## src/rtl/anc_pkg.sv

```systemverilog
// Shared types and defaults for the ANC sample sequencer and the filter/update blocks.
package anc_pkg;
   typedef enum logic [1:0] {
      ST_IDLE        = 2'd0,
      ST_WAIT_FILTER = 2'd1,
      ST_WAIT_ERROR  = 2'd2,
      ST_WAIT_UPDATE = 2'd3
   } seq_state_t;

   localparam int DEFAULT_TIMEOUT_CYCLES = 4096;
   localparam int DEFAULT_CNT_W          = 16;

   // Width of a counter that must hold 0 .. cycles-1.
   function automatic int wait_cnt_width(input int cycles);
      return (cycles > 2) ? $clog2(cycles) : 1;
   endfunction
endpackage

```

## src/rtl/anc_sequencer_sat_counter.sv

```systemverilog
// Saturating event counter with synchronous clear; clear beats increment.
module sat_counter #(
   parameter int WIDTH = 16
) (
   input  logic             clk_in,
   input  logic             rst_n_in,
   input  logic             inc,
   input  logic             clr,
   output logic [WIDTH-1:0] count
);
   always_ff @(posedge clk_in or negedge rst_n_in) begin
      if (!rst_n_in) begin
         count <= '0;
      end else if (clr) begin
         count <= '0;
      end else if (inc && (count != {WIDTH{1'b1}})) begin
         count <= count + 1'b1;
      end
   end
endmodule

```

## src/rtl/anc_sequencer.sv

```systemverilog
// Per-sample sequencer: filter -> error stage -> optional LMS update, one handshake per stage,
// with a one-deep sample buffer, per-stage timeout and overrun/timeout statistics.
module anc_sequencer
   import anc_pkg::*;
#(
   parameter int TIMEOUT_CYCLES = DEFAULT_TIMEOUT_CYCLES,
   parameter int CNT_W          = DEFAULT_CNT_W
) (
   input  logic             clk_in,
   input  logic             rst_n_in,
   input  logic             nc_enable_in,
   input  logic             sample_valid_in,
   output logic             filter_start_out,
   input  logic             filter_done_in,
   output logic             error_ready_out,
   input  logic             error_done_in,
   input  logic             error_locked_in,
   output logic             update_start_out,
   input  logic             update_done_in,
   output logic             nc_on_out,
   output logic             locked_out,
   output logic             busy_out,
   input  logic             clear_stats_in,
   output logic [CNT_W-1:0] overrun_count_out,
   output logic [CNT_W-1:0] timeout_count_out
);
   localparam int                WAIT_W    = wait_cnt_width(TIMEOUT_CYCLES);
   localparam logic [WAIT_W-1:0] WAIT_LAST = WAIT_W'(TIMEOUT_CYCLES - 1);

   seq_state_t        state_reg, state_next;
   logic [WAIT_W-1:0] wait_cnt_reg, wait_cnt_next;
   logic              pending_reg, pending_next;
   logic              filter_start_reg, filter_start_next;
   logic              error_ready_reg, error_ready_next;
   logic              update_start_reg, update_start_next;
   logic              nc_on_reg, nc_on_next;
   logic              locked_reg, locked_next;
   logic              stage_done;
   logic              timeout_hit;
   logic [1:0]        stat_inc;
   logic [CNT_W-1:0]  stat_count [2];

   always_ff @(posedge clk_in or negedge rst_n_in) begin
      if (!rst_n_in) begin
         state_reg        <= ST_IDLE;
         wait_cnt_reg     <= '0;
         pending_reg      <= 1'b0;
         filter_start_reg <= 1'b0;
         error_ready_reg  <= 1'b0;
         update_start_reg <= 1'b0;
         nc_on_reg        <= 1'b0;
         locked_reg       <= 1'b0;
      end else begin
         state_reg        <= state_next;
         wait_cnt_reg     <= wait_cnt_next;
         pending_reg      <= pending_next;
         filter_start_reg <= filter_start_next;
         error_ready_reg  <= error_ready_next;
         update_start_reg <= update_start_next;
         nc_on_reg        <= nc_on_next;
         locked_reg       <= locked_next;
      end
   end

   always_comb begin
      state_next = state_reg;
      stage_done = 1'b0;
      case (state_reg)
         ST_IDLE: begin
            if (sample_valid_in || pending_reg) state_next = ST_WAIT_FILTER;
         end
         ST_WAIT_FILTER: begin
            stage_done = filter_done_in;
            if (filter_done_in) state_next = ST_WAIT_ERROR;
         end
         ST_WAIT_ERROR: begin
            stage_done = error_done_in;
            // Coefficients stay frozen while converged or while NC is off.
            if (error_done_in)
               state_next = (nc_on_reg && !error_locked_in) ? ST_WAIT_UPDATE : ST_IDLE;
         end
         ST_WAIT_UPDATE: begin
            stage_done = update_done_in;
            if (update_done_in) state_next = ST_IDLE;
         end
         default: state_next = ST_IDLE;
      endcase
      // A done pulse in the last allowed cycle wins over the abort.
      timeout_hit = (state_reg != ST_IDLE) && !stage_done && (wait_cnt_reg == WAIT_LAST);
      if (timeout_hit) state_next = ST_IDLE;
   end

   always_comb begin
      filter_start_next = (state_reg == ST_IDLE) && (sample_valid_in || pending_reg);
      error_ready_next  = (state_reg == ST_WAIT_FILTER) && filter_done_in;
      update_start_next = (state_reg == ST_WAIT_ERROR) && error_done_in
                          && nc_on_reg && !error_locked_in;
      nc_on_next        = (state_reg == ST_IDLE) ? nc_enable_in : nc_on_reg;
      locked_next       = ((state_reg == ST_WAIT_ERROR) && error_done_in) ? error_locked_in
                                                                          : locked_reg;
      // A strobe arriving while a buffered sample is consumed re-arms the buffer.
      if (state_reg == ST_IDLE) pending_next = sample_valid_in && pending_reg;
      else                      pending_next = pending_reg || sample_valid_in;
      if ((state_reg == ST_IDLE) || (state_next != state_reg)) wait_cnt_next = '0;
      else                                                     wait_cnt_next = wait_cnt_reg + 1'b1;
      stat_inc[0] = (state_reg != ST_IDLE) && sample_valid_in && pending_reg;
      stat_inc[1] = timeout_hit;
   end

   genvar gi;
   generate
      for (gi = 0; gi < 2; gi++) begin : g_stat
         sat_counter #(.WIDTH(CNT_W)) u_cnt (
            .clk_in   (clk_in),
            .rst_n_in (rst_n_in),
            .inc      (stat_inc[gi]),
            .clr      (clear_stats_in),
            .count    (stat_count[gi])
         );
      end
   endgenerate

   assign filter_start_out  = filter_start_reg;
   assign error_ready_out   = error_ready_reg;
   assign update_start_out  = update_start_reg;
   assign nc_on_out         = nc_on_reg;
   assign locked_out        = locked_reg;
   assign busy_out          = (state_reg != ST_IDLE);
   assign overrun_count_out = stat_count[0];
   assign timeout_count_out = stat_count[1];
endmodule

```

## config.mk

```make
export PLATFORM = sky130hd
export DESIGN_NAME = anc_sequencer
export DESIGN_NICKNAME = d
export VERILOG_FILES = /design/src/rtl/anc_pkg.sv /design/src/rtl/anc_sequencer_sat_counter.sv /design/src/rtl/anc_sequencer.sv
export SDC_FILE = /design/constraint.sdc
export NUM_CORES = 1
export LEC_CHECK = 0
export CAP_MARGIN = 10
export CORE_MARGIN = 2
export CORE_UTILIZATION = 40
export CTS_BUF_LIST = sky130_fd_sc_hd__clkbuf_4 sky130_fd_sc_hd__clkbuf_8
export CTS_CLUSTER_SIZE = 25
export DETAILED_ROUTE_END_ITERATION = 8
export DONT_BUFFER_PORTS = 1
export PLACE_DENSITY_LB_ADDON = 0.12
export SLEW_MARGIN = 20
export SYNTH_ARGS = -nofsm -noshare
export SYNTH_HDL_FRONTEND = slang
export SYNTH_SLANG_ARGS = --single-unit
```

## constraint.sdc

```tcl
create_clock -name clk_in -period 5.6 [get_ports clk_in]
set_input_delay 1.12 -clock clk_in [delete_from_list [all_inputs] [get_ports clk_in]]
set_output_delay 1.12 -clock clk_in [all_outputs]
set_load 0.005 [all_outputs]
```

==> results.py <==
metrics = {
    "cts": {
        "post_cts_buffers": 0,
        "path_clk_slew_ns": 0.10,
        "hold_buffers": 0,
        "cts.sinks": 52,
        "clkLatencyLatePin_ns": 0.31,
        "ctsResizeCount": 0,
        "clockBufferDepth": 2,
        "cts_tree": "done",
        "cts_max_level": 2,
        "ctsRootBufferMaster": "clkbuf_8",
        "cts_buffers": 5,
    },
    "global_routing": {
        "grt_pass1_wl_um": 9453,
        "grt_pass1_vias": 1930,
        "grt-ovfl-total": 0,
        "grt_max_degree": 53,
        "antenna_found_initial": 0,
        "grtUsageTotal": 0.1575,
    },
    "placement": {
        "dp_hpwl_um": 3764,
        "gp_congestion": 0.7813,
        "io_buffer_count": 0,
    },
    "synthesis": {
        "synth_top_family_by_area": "simple AND/OR/NAND/NOR gates",
        "synth_area_um2": 2705,
        "yosysWarnings": 0,
        "synth-simple-area-share": 0.2521,
        "syn-num-nets": 288,
        "synthAdderAreaFrac": 0.01758,
        "synth_area_leaders": "dfrtp_1 48%, nor2_1 5.8%, xnor2_1 3.9%",
        "synthXorXnorAreaFrac": 0.07771,
        "ys_ff_latch": 52,
        "synth_edf_count": 0,
        "ys_types": 46,
        "yosysMostFrequentCell": "dfrtp_1",
        "synth.area.mux_share": 0.03377,
        "synth_common_cells": "52 x dfrtp_1, 42 x nor2_1, 16 x nand3_1",
        "async_flop_share": 1.000,
        "yosys.area.top_type": "dfrtp_1",
        "synth_compound_area_frac": 0.1105,
        "syn_avg_cell_area_um2": 9.801,
        "synth_top_area_share": 0.4810,
        "synthFlopType": "dfrtp_1",
        "synthCells": 276,
        "synth_seq_area_share": 0.4810,
    },
    "worst_setup_path": {
        "crit_path_start_kind": "flop",
        "r2r_cells": 6,
        "worst_setup_path_end_kind": "output port",
        "r2r-end": "g_stat[1].u_cnt.count[7]",
        "critical-path-top-delay-family": "flip-flops",
        "path_class": "flop to output port",
        "r2r_slack_ns": 3.35,
        "max_stage_delay_ns": 0.49,
        "crit_slowest_cell": "dfrtp_1",
        "crit_path_max_fanout": 9,
        "path_buf_inv": 0,
        "path_cells": "or2_2",
        "critPathArrivalTime_ns": 1.16,
        "cp_data_required_time_ns": 4.48,
        "r2r-start": "wait_cnt_reg[0]",
    },
    "die": {
        "chipWidth_um": 86.24,
        "fp.dieH_um": 86.24,
        "initial_core_util": 0.4188,
        "num_rows": 29,
        "dieArea_um2": 7436,
        "boundaryPins": 47,
        "design.core.area_um2": 6459,
    },
    "drt": {
        "drt_iter0_drc": 125,
        "via_count": 1983,
        "drtPass1Iterations": 4,
        "viasPerCell": 5.634,
        "antenna_left": 0,
        "wl_um": 5464,
        "drc": 0,
        "drt-wirelength-per-cell_um": 15.52,
    },
    "timing": {
        "tns_ns": 0,
        "max_slew.worst_pin.slew_ns": 0.6417,
        "holdWs_ns": 0.4935,
        "clock.fmax_mhz": 437.6,
        "max_slew_margin": 0.5703,
        "rsz0062_at_grt": "false",
        "finClkSkew_ns": 0.008230,
        "period_needed_ns": 2.285,
        "hold_viol": 0,
        "final-setup-viol-count": 0,
        "finalCritPeriodShare": 0.4080,
        "slew_viol_final": 0,
    },
    "power": {
        "ir_worst_vdd_uv": 107.4,
        "power_density_nw_per_um2": 285.6,
        "p_leak_nw": 1.123,
    },
    "cells_and_area": {
        "ff_latch_area_um2": 1301,
        "n_antenna_cell": 0,
        "fin_util": 0.4421,
        "layout-drive-gt1-share": 0.09091,
        "synthToLayoutAreaGrowth_pct": 5.550,
        "fill_cells": 637,
        "multiInputGateArea_um2": 1330,
        "largest_reg_flops": 32,
        "final_nets": 286,
    },
    "worst_hold_path": {
        "min_path_type": "primary input to asynchronous set/reset pin",
    },
    "run": {
        "drv_cap": 0,
    },
    "outcome": {
        "status": "finished clean",
    },
}
-- placed cells by master, fill, tap and decap left out, types with 4 or more instances in the layout --
cell type  instances
dfrtp_1           52
nor2_1            42
nand3_1           16
a21oi_1           14
nand4_1           13
o21ai_0           13
nand2_1           12
xnor2_1           12
or3_1             12
xor2_1            12
inv_1              8
clkbuf_8           6
nor4_1             5
nor2b_1            4
-- metrics by stage --
stage / cells / instance area [um2] / power (mW) / worst slack [ns]
final: 352 / 2855 / 0.8156 / 3.315
after global routing: 352 / 2855 / 0.8649 / 3.118
after CTS: 352 / 2855 / 0.8298 / 3.298
after detailed placement: 344 / 2758 / 0.5935 / 2.983
after global placement: 344 / 2758 / 0.5926 / 3.010
after floorplan: 276 / 2705 / 0.5710 / 3.209
-- per-layer routing --
metal  routed length, um  up-vias  GRT usage
met5                   0        -          0
met4                  63        0    0.04403
met1                2730      956     0.2285
li1                    -      981          -
met3                 343        5    0.04952
met2                2327       41     0.2276
-- cell type report --
class                           instances  area share
Sequential cell                        52      0.4557
Tap cell                               77     0.03374
Clock inverter                          1    0.002629
Inverter                                8     0.01052
Clock buffer                            7     0.03155
Multi-Input combinational cell        207      0.4658
-- cells by family after synthesis --
logic type / Yosys count
xor gates and xnor gates: 24
and+or+nand+nor: 128
buffers and inverters: 17
DFF: 52
muxes: 7
AOI/OAI and AO/OA: 44
adders and majority gates: 4
-- worst max path at each step --
stage,from,endpoint,cells past startpoint
floorplan,filter_done_in,g_stat[1].u_cnt.count[7],5
global placement,filter_done_in,g_stat[1].u_cnt.count[7],5
detailed placement,filter_done_in,g_stat[1].u_cnt.count[7],5
CTS,state_reg[1],busy_out,1
global route,wait_cnt_reg[0],g_stat[1].u_cnt.count[7],6
finish,state_reg[1],busy_out,1
-- report_power, final --
group	internal (mW)	switching [mW]
clock network	0.106	0.126
registers	0.411	0.0411
logic	0.0616	0.0706
Power figures use the tool's default switching activity.
